==> src/rtl/noc_pe_interface.sv <==
// Leaf network interface: frames PE payloads into flits for the router (four-phase TX)
// and accepts flits from the router into a small receive FIFO (four-phase RX).
module noc_pe_interface #(
    parameter int                    WIDTH       = 35,
    parameter int                    WIDTH_ADDR  = 3,
    parameter logic [WIDTH_ADDR-1:0] MY_ADDR     = 3'b000,
    parameter int                    PAYLOAD_W   = WIDTH - 2*WIDTH_ADDR,
    parameter int                    SYNC_STAGES = 2,
    parameter int                    RX_DEPTH    = 2
) (
    input  logic                  clk,
    input  logic                  rst,
    input  logic                  tx_valid,
    output logic                  tx_ready,
    input  logic [WIDTH_ADDR-1:0] tx_dst,
    input  logic [PAYLOAD_W-1:0]  tx_payload,
    output logic                  out_req,
    input  logic                  out_ack,
    output logic [WIDTH-1:0]      out_data,
    input  logic                  in_req,
    output logic                  in_ack,
    input  logic [WIDTH-1:0]      in_data,
    output logic                  rx_valid,
    input  logic                  rx_ready,
    output logic [WIDTH_ADDR-1:0] rx_src,
    output logic [PAYLOAD_W-1:0]  rx_payload,
    output logic [7:0]            tx_count,
    output logic [7:0]            rx_count,
    output logic [7:0]            drop_count
);
    localparam int PTR_W   = (RX_DEPTH > 1) ? $clog2(RX_DEPTH) : 1;
    localparam int CNT_W   = $clog2(RX_DEPTH + 1);
    localparam int ENTRY_W = WIDTH_ADDR + PAYLOAD_W;

    // ---------------- handshake synchronisers ----------------
    logic [SYNC_STAGES-1:0] ack_sync_reg;
    logic [SYNC_STAGES-1:0] req_sync_reg;
    logic                   ack_s;
    logic                   req_s;

    generate
        for (genvar gi = 0; gi < SYNC_STAGES; gi++) begin : g_sync
            always_ff @(posedge clk) begin
                if (rst) begin
                    ack_sync_reg[gi] <= 1'b0;
                    req_sync_reg[gi] <= 1'b0;
                end else if (gi == 0) begin
                    ack_sync_reg[gi] <= out_ack;
                    req_sync_reg[gi] <= in_req;
                end else begin
                    ack_sync_reg[gi] <= ack_sync_reg[(gi > 0) ? gi-1 : 0];
                    req_sync_reg[gi] <= req_sync_reg[(gi > 0) ? gi-1 : 0];
                end
            end
        end
    endgenerate

    assign ack_s = ack_sync_reg[SYNC_STAGES-1];
    assign req_s = req_sync_reg[SYNC_STAGES-1];

    // ---------------- transmitter ----------------
    typedef enum logic [1:0] {TX_IDLE, TX_SETUP, TX_REQ, TX_RELEASE} tx_state_t;
    tx_state_t        tx_state_reg, tx_state_next;
    logic             out_req_reg;
    logic [WIDTH-1:0] out_data_reg;
    logic             tx_accept;
    logic             tx_done;

    always_comb begin
        tx_state_next = tx_state_reg;
        tx_accept     = 1'b0;
        tx_done       = 1'b0;
        case (tx_state_reg)
            TX_IDLE: if (tx_valid) begin
                tx_accept     = 1'b1;
                tx_state_next = TX_SETUP;
            end
            // Holding off while ack is still high keeps req from rising against a stale ack.
            TX_SETUP:   if (!ack_s) tx_state_next = TX_REQ;
            TX_REQ:     if (ack_s)  tx_state_next = TX_RELEASE;
            TX_RELEASE: if (!ack_s) begin
                tx_done       = 1'b1;
                tx_state_next = TX_IDLE;
            end
            default:    tx_state_next = TX_IDLE;
        endcase
    end

    always_ff @(posedge clk) begin
        if (rst) begin
            tx_state_reg <= TX_IDLE;
            out_req_reg  <= 1'b0;
            out_data_reg <= '0;
        end else begin
            tx_state_reg <= tx_state_next;
            out_req_reg  <= (tx_state_next == TX_REQ);
            if (tx_accept)
                out_data_reg <= {tx_dst, MY_ADDR, tx_payload};
        end
    end

    assign tx_ready = (tx_state_reg == TX_IDLE);
    assign out_req  = out_req_reg;
    assign out_data = out_data_reg;

    // ---------------- receiver ----------------
    typedef enum logic {RX_IDLE, RX_ACK} rx_state_t;
    rx_state_t        rx_state_reg, rx_state_next;
    logic             in_ack_reg;
    logic [ENTRY_W-1:0] mem_reg [RX_DEPTH];
    logic [PTR_W-1:0] wr_ptr_reg, rd_ptr_reg;
    logic [CNT_W-1:0] fill_reg;
    logic             full;
    logic             rx_take;
    logic             addr_match;
    logic             push;
    logic             drop;
    logic             pop;
    logic [ENTRY_W-1:0] head;

    // Fullness is judged on the registered count, so a same-cycle pop never frees room early.
    assign full       = (fill_reg == CNT_W'(RX_DEPTH));
    assign addr_match = (in_data[WIDTH-1 -: WIDTH_ADDR] == MY_ADDR);
    assign rx_take    = (rx_state_reg == RX_IDLE) && req_s && !full;
    assign push       = rx_take && addr_match;
    assign drop       = rx_take && !addr_match;
    assign rx_valid   = (fill_reg != '0);
    assign pop        = rx_valid && rx_ready;

    always_comb begin
        rx_state_next = rx_state_reg;
        case (rx_state_reg)
            RX_IDLE: if (rx_take) rx_state_next = RX_ACK;
            RX_ACK:  if (!req_s)  rx_state_next = RX_IDLE;
            default: rx_state_next = RX_IDLE;
        endcase
    end

    function automatic logic [PTR_W-1:0] ptr_inc(input logic [PTR_W-1:0] p);
        return (p == PTR_W'(RX_DEPTH - 1)) ? '0 : p + 1'b1;
    endfunction

    always_ff @(posedge clk) begin
        if (rst) begin
            rx_state_reg <= RX_IDLE;
            in_ack_reg   <= 1'b0;
            wr_ptr_reg   <= '0;
            rd_ptr_reg   <= '0;
            fill_reg     <= '0;
        end else begin
            rx_state_reg <= rx_state_next;
            in_ack_reg   <= (rx_state_next == RX_ACK);
            if (push) wr_ptr_reg <= ptr_inc(wr_ptr_reg);
            if (pop)  rd_ptr_reg <= ptr_inc(rd_ptr_reg);
            if (push && !pop)
                fill_reg <= fill_reg + 1'b1;
            else if (pop && !push)
                fill_reg <= fill_reg - 1'b1;
        end
    end

    generate
        for (genvar gi = 0; gi < RX_DEPTH; gi++) begin : g_entry
            always_ff @(posedge clk) begin
                if (rst)
                    mem_reg[gi] <= '0;
                else if (push && wr_ptr_reg == PTR_W'(gi))
                    mem_reg[gi] <= {in_data[WIDTH-WIDTH_ADDR-1 -: WIDTH_ADDR], in_data[PAYLOAD_W-1:0]};
            end
        end
    endgenerate

    assign head       = mem_reg[rd_ptr_reg];
    assign rx_src     = head[ENTRY_W-1 -: WIDTH_ADDR];
    assign rx_payload = head[PAYLOAD_W-1:0];
    assign in_ack     = in_ack_reg;

    // ---------------- saturating event counters: 0=tx, 1=rx, 2=drop ----------------
    logic [2:0] cnt_inc;
    logic [7:0] cnt_reg [3];

    assign cnt_inc = {drop, push, tx_done};

    generate
        for (genvar gi = 0; gi < 3; gi++) begin : g_cnt
            always_ff @(posedge clk) begin
                if (rst)
                    cnt_reg[gi] <= 8'd0;
                else if (cnt_inc[gi] && cnt_reg[gi] != 8'hFF)
                    cnt_reg[gi] <= cnt_reg[gi] + 8'd1;
            end
        end
    endgenerate

    assign tx_count   = cnt_reg[0];
    assign rx_count   = cnt_reg[1];
    assign drop_count = cnt_reg[2];

endmodule

==> config.mk <==
export PLATFORM = sky130hd
export DESIGN_NAME = noc_pe_interface
export DESIGN_NICKNAME = d
export VERILOG_FILES = /design/src/rtl/noc_pe_interface.sv
export SDC_FILE = /design/constraint.sdc
export NUM_CORES = 1
export LEC_CHECK = 0
export CORE_MARGIN = 3
export CORE_UTILIZATION = 35
export CTS_CLUSTER_DIAMETER = 30
export CTS_CLUSTER_SIZE = 10
export DETAILED_ROUTE_END_ITERATION = 7
export GPL_TIMING_DRIVEN = 0
export HOLD_SLACK_MARGIN = 0.08
export MAX_ROUTING_LAYER = met4
export PLACE_DENSITY = 0.62
export SETUP_SLACK_MARGIN = 0.05
export SKIP_LAST_GASP = 1
export SYNTH_ARGS = -nofsm -noshare
export SYNTH_HDL_FRONTEND = slang
export SYNTH_SLANG_ARGS = --single-unit
export TNS_END_PERCENT = 100
==> constraint.sdc <==
create_clock -name clk -period 2 [get_ports clk]
set_input_delay 0.3 -clock clk [delete_from_list [all_inputs] [get_ports clk]]
set_output_delay 0.3 -clock clk [all_outputs]
set_load 0.005 [all_outputs]
Yosys cells after proc, flatten, opt, wreduce, memory -nomap -nowiden:

Memory sizes are Yosys's and may differ from the RTL's. A register that Yosys moved wholly into a read port is not among the register bits.
Index checks and enable logic that the tools add are counted.

* add/sub/neg operators: 7
* multiplexer cells: 40
* equality and inequality tests: 8
* bitwise logic cells: 7
* reductions and logical operators: 20

Operators by type and width (number)
* $mux W32: 2
* $mux W1: 27
* $add A8 B1 Y8 const B: 3
* $mux W8: 3
* $ne A8 B8 Y1 const B: 3
* $logic_and A1 B1 Y1: 12
* $mux W2: 6
* $eq A2 B2 Y1 const B: 4
* $pmux W2 S4: 1
* $or A1 B1 Y1: 5
* $logic_not A1 Y1: 4
* $reduce_bool A2 Y1: 2
* $logic_not A3 Y1: 1
* $add A1 B1 Y1 const B: 2
* $add A2 B1 Y2 const B: 1
* $eq A2 B1 Y1 const B: 1
* $logic_not A2 Y1: 1
* $not A1 Y1: 2
* $pmux W1 S2: 1
* $sub A2 B1 Y2 const B: 1

* memory bits (writable): 88
* word-level logic and storage cells: 95
* input bits: 73
* memories: 2
* output and inout bits: 95
* bits in registers: 44

Memory list
* mem_reg: depth 2, bits a word 32, rd ports 1, clocked after memory_dff 1, write ports 2, RTL line 110 `logic [ENTRY_W-1:0] mem_reg [RX_DEPTH];`
* cnt_reg: depth 3, bits a word 8, rd ports 3, clocked after memory_dff 0, write ports 3, RTL line 180 `logic [7:0] cnt_reg [3];`

Longest topological paths before layout:

* depth after elaboration: 9
* depth in mapped cells: 7
* depth with buffers taken out: 6

Least setup slack after synthesis:

Ideal clock, no wire load.

* kind: register -> register
* from: memory cnt_reg[1][0]
* to: memory cnt_reg[1][0], enable pin
* data required time: 1.613 ns
* setup time: 0.387 ns
* period minus slack after synthesis: 1.999 ns
* arrival time: 1.613 ns
* path buffers: 0
* cell stages (with the launch flop): 5
* slack: 0.001 ns
* path through: edfxtp_1 > ha_1 > nand3_1 > nor2_1 > o31ai_1

RTL lines (RTL line)
* start, declared: 180

==> results.yml <==
global_route:
  grt_pass1_wl_um: 22900
  overflow: 0
  grt_max_degree: 33
  antenna_found_initial: 0
  grt_usage: 0.167
  grt_pass1_vias: 4603
sta:
  setup_viol: 26
  min_period_over_period: 1.04
  relSlewSlack: 0.636
  worst_slew_pin_slew_ns: 0.543
  maxSlewViolCount: 0
  clock_skew_ns: 0.00619
  finalHoldViolCount: 0
  setup_tns_ns: -1.56
  layout_setup_ws_ns: -0.0872
  period_minus_slack_ns: 2.09
  max_freq_mhz: 479
  rsz0062_at_grt: "yes"
power_and_ir_drop:
  p_total_w: 0.00737
  p_leak_nw: 3.14
  peakVddDrop_v: 0.000497
  p_per_area_mw_per_mm2: 881
worst_setup_path:
  cp-start-kind: "flip-flop"
  cp_cell_sequence: "buf_8, mux2_2, clkdlybuf4s50_1"
  r2r.worst_path.cells: 4
  reg2reg_slack_ns: 0.18
  endpoint: "rx_payload[21]"
  path_max_fanout: 10
  crit_path_end_kind: "output port"
  reg2reg_to: "cnt_reg[2][7]$_SDFFCE_PN0P_"
  slowest_delay_ns: 0.45
  cp.arrival_ns: 1.79
  cp.depth: 3
  critPathRequiredTime_ns: 1.70
  critical_path.top_delay_family: "buffers and inverters"
  r2r-start: "cnt_reg[2][0]$_SDFFCE_PN0P_"
  path_buf_inv: 2
  timing_worst_setup_path_type: "flip-flop to output port"
  cp_slowest_cell: "clkdlybuf4s50_1"
placement:
  place.gp.congestion: 0.772
  port-buffer-count: 164
  post-place-ws_ns: -0.949
  placed_cells: 869
  hpwl_um: 10200
  post_dp_cell_area_mm2: 0.00770
clock_tree:
  clock_sinks: 133
  htreeDepth: 4
  cts_buffers: 17
  cts_tree: "done"
  holdBufCountCts: 0
  clk_latency_ns: 0.41
  clkTransAtPathRegs_ns: 0.06
  cts-root-buf: "clkbuf_16"
  cts.path.max_buffers: 2
routing:
  viasPerCell: 4.88
  wl_per_cell_um: 16.2
  drt-total-wl_um: 14700
  drc: 0
  vias: 4408
  dr.pass1.iters: 4
  ant_nets: 0
  drt_iter0_drc: 195
die:
  fp.coreArea_mm2: 0.0160
  pin_count: 168
  rows: 46
  dieHeight_um: 134
  die_x_um: 134
  die-area_mm2: 0.0181
  start_util: 0.361
synthesis:
  avgSynthCellArea_um2: 11.9
  syn_area_mm2: 0.00578
  synthDistinctLibCells: 41
  synthCells: 487
  yosysSeqAreaShare: 0.614
  yosysWarnings: 0
  ys_ff_latch: 133
finish:
  area_delta_synth_final_pct: 44.8
  final_cell_area_mm2: 0.00837
  antenna_cells: 0
  largest_reg_flops: 64
  drive_above_1_share: 0.130
  final_cells: 903
  layout.nets: 751
outcome:
  failed_checks: "setup timing"
  status: "complete, but fails checks"
hold_path:
  holdCritPathClass: "flip-flop to flip-flop"
job:
  cap_viol_max_count: 0
[cell usage after synthesis]
cell      count  area (um^2)
a21o_1        1         7.51
o31ai_1       1         7.51
and2b_1       1         7.51
inv_1        39          146
nor2_1       43          161
mux2_1        7         78.8
buf_6         5         56.3
xor2_1        8         70.1
dfxtp_1      45          901
o21ai_0      13         65.1
nor3b_1       2         15.0
or2_2         1         6.26
conb_1        1         3.75
nand3_1      14         70.1
nand2b_1      1         6.26
mux2_2       25          282
buf_2        10         50.1
clkinv_1      1         3.75
mux2i_1      32          320
nor3_2        1         10.0
o211ai_1      1         7.51
o211a_1       1         10.0
a211oi_2      1         12.5
clkbuf_1     12         45.0
a31o_2        1         8.76
o21ai_2       1         8.76
a211oi_1      4         30.0
nand2_1       6         22.5
or3_1        11         68.8
nand4_1       5         31.3
ha_1          4         50.1
nor3_1       74          370
xnor2_1       6         52.6
nor2b_1       5         31.3
and3_1        1         6.26
o21ai_1       1         5.00
buf_4         5         37.5
nor4bb_1      1         10.0
a21oi_1       7         35.0
edfxtp_1     88         2640
nand4_4       1         21.3
[what timing repair did]
action	in CTS	in global routing
endpoints found under the setup margin	112	39
gates resized for setup	20	4
pin swaps	0	0
buffers inserted	2	1
hold endpoints to repair	0	0
[how the worst min path moves through the flow]
stage                                    start                         end  slack, ns  depth (start not counted)
global placement    ack_sync_reg[0]$_SDFF_PP0_            ack_s$_SDFF_PP0_       0.43                          1
floorplan           ack_sync_reg[0]$_SDFF_PP0_            ack_s$_SDFF_PP0_       0.41                          1
global route                           out_ack  ack_sync_reg[0]$_SDFF_PP0_       0.45                          2
CTS                                    out_ack  ack_sync_reg[0]$_SDFF_PP0_       0.45                          2
finish              ack_sync_reg[0]$_SDFF_PP0_            ack_s$_SDFF_PP0_       0.44                          1
detailed placement  ack_sync_reg[0]$_SDFF_PP0_            ack_s$_SDFF_PP0_       0.42                          1
[layout by cell type (no fill, tap or decap), types with 6 or more instances in the layout]
cell type	n
nor2_1	42
inv_1	39
clkbuf_16	17
nor3_1	74
edfxtp_1	88
xor2_1	8
buf_2	7
o21ai_0	12
a21oi_1	7
xnor2_1	6
or3_1	11
mux2_1	7
clkbuf_1	12
dfxtp_1	44
clkdlybuf4s50_1	158
buf_4	8
mux2i_1	32
mux2_2	25
nand3_1	14
[metal layers]
| metal | vias to the layer above | global-route usage | part of all wire |
|---|---|---|---|
| li1 | 2111 | - | - |
| met1 | 2091 | 0.193 | 0.44 |
| met2 | 188 | 0.270 | 0.48 |
| met3 | 18 | 0.0570 | 0.075 |
| met4 | 0 | 0.0650 | 0.013 |
| met5 | - | - | 0 |
[final cells by class]
type | count | area, um^2
plain buffers | 31 | 215
inverters | 40 | 150
clock buffers | 18 | 429
fillers | 1445 | 7630
clock inverters | 14 | 151
repair buffers | 167 | 1660
flip-flops and latches | 133 | 3550
multi-input cells | 284 | 1940
well taps | 216 | 270
[report_power, final]
part | internal [W] | switching, W | total [W]
Combinational | 0.000683 | 0.000440 | 0.00112
Clock | 0.00185 | 0.00122 | 0.00307
Sequential | 0.00308 | 0.0000973 | 0.00317
[cell families after synthesis]
kind of cell    share of synthesized area
fa+ha+maj                         0.00867
compound gates                     0.0342
flops                               0.614
xor+xnor                           0.0212
other cells                      0.000649
simple gates                        0.145
buf+inv                            0.0587
mux                                 0.118
[stage by stage]
stage,utilization,hold slack [ns]
6_report,0.523,0.444
4_1_cts,0.521,0.446
5_1_grt,0.523,0.445
2_1_floorplan,-,0.414
3_5_place_dp,0.481,0.424
3_3_place_gp,0.481,0.430
No activity file was read; power rests on OpenSTA's default activity.
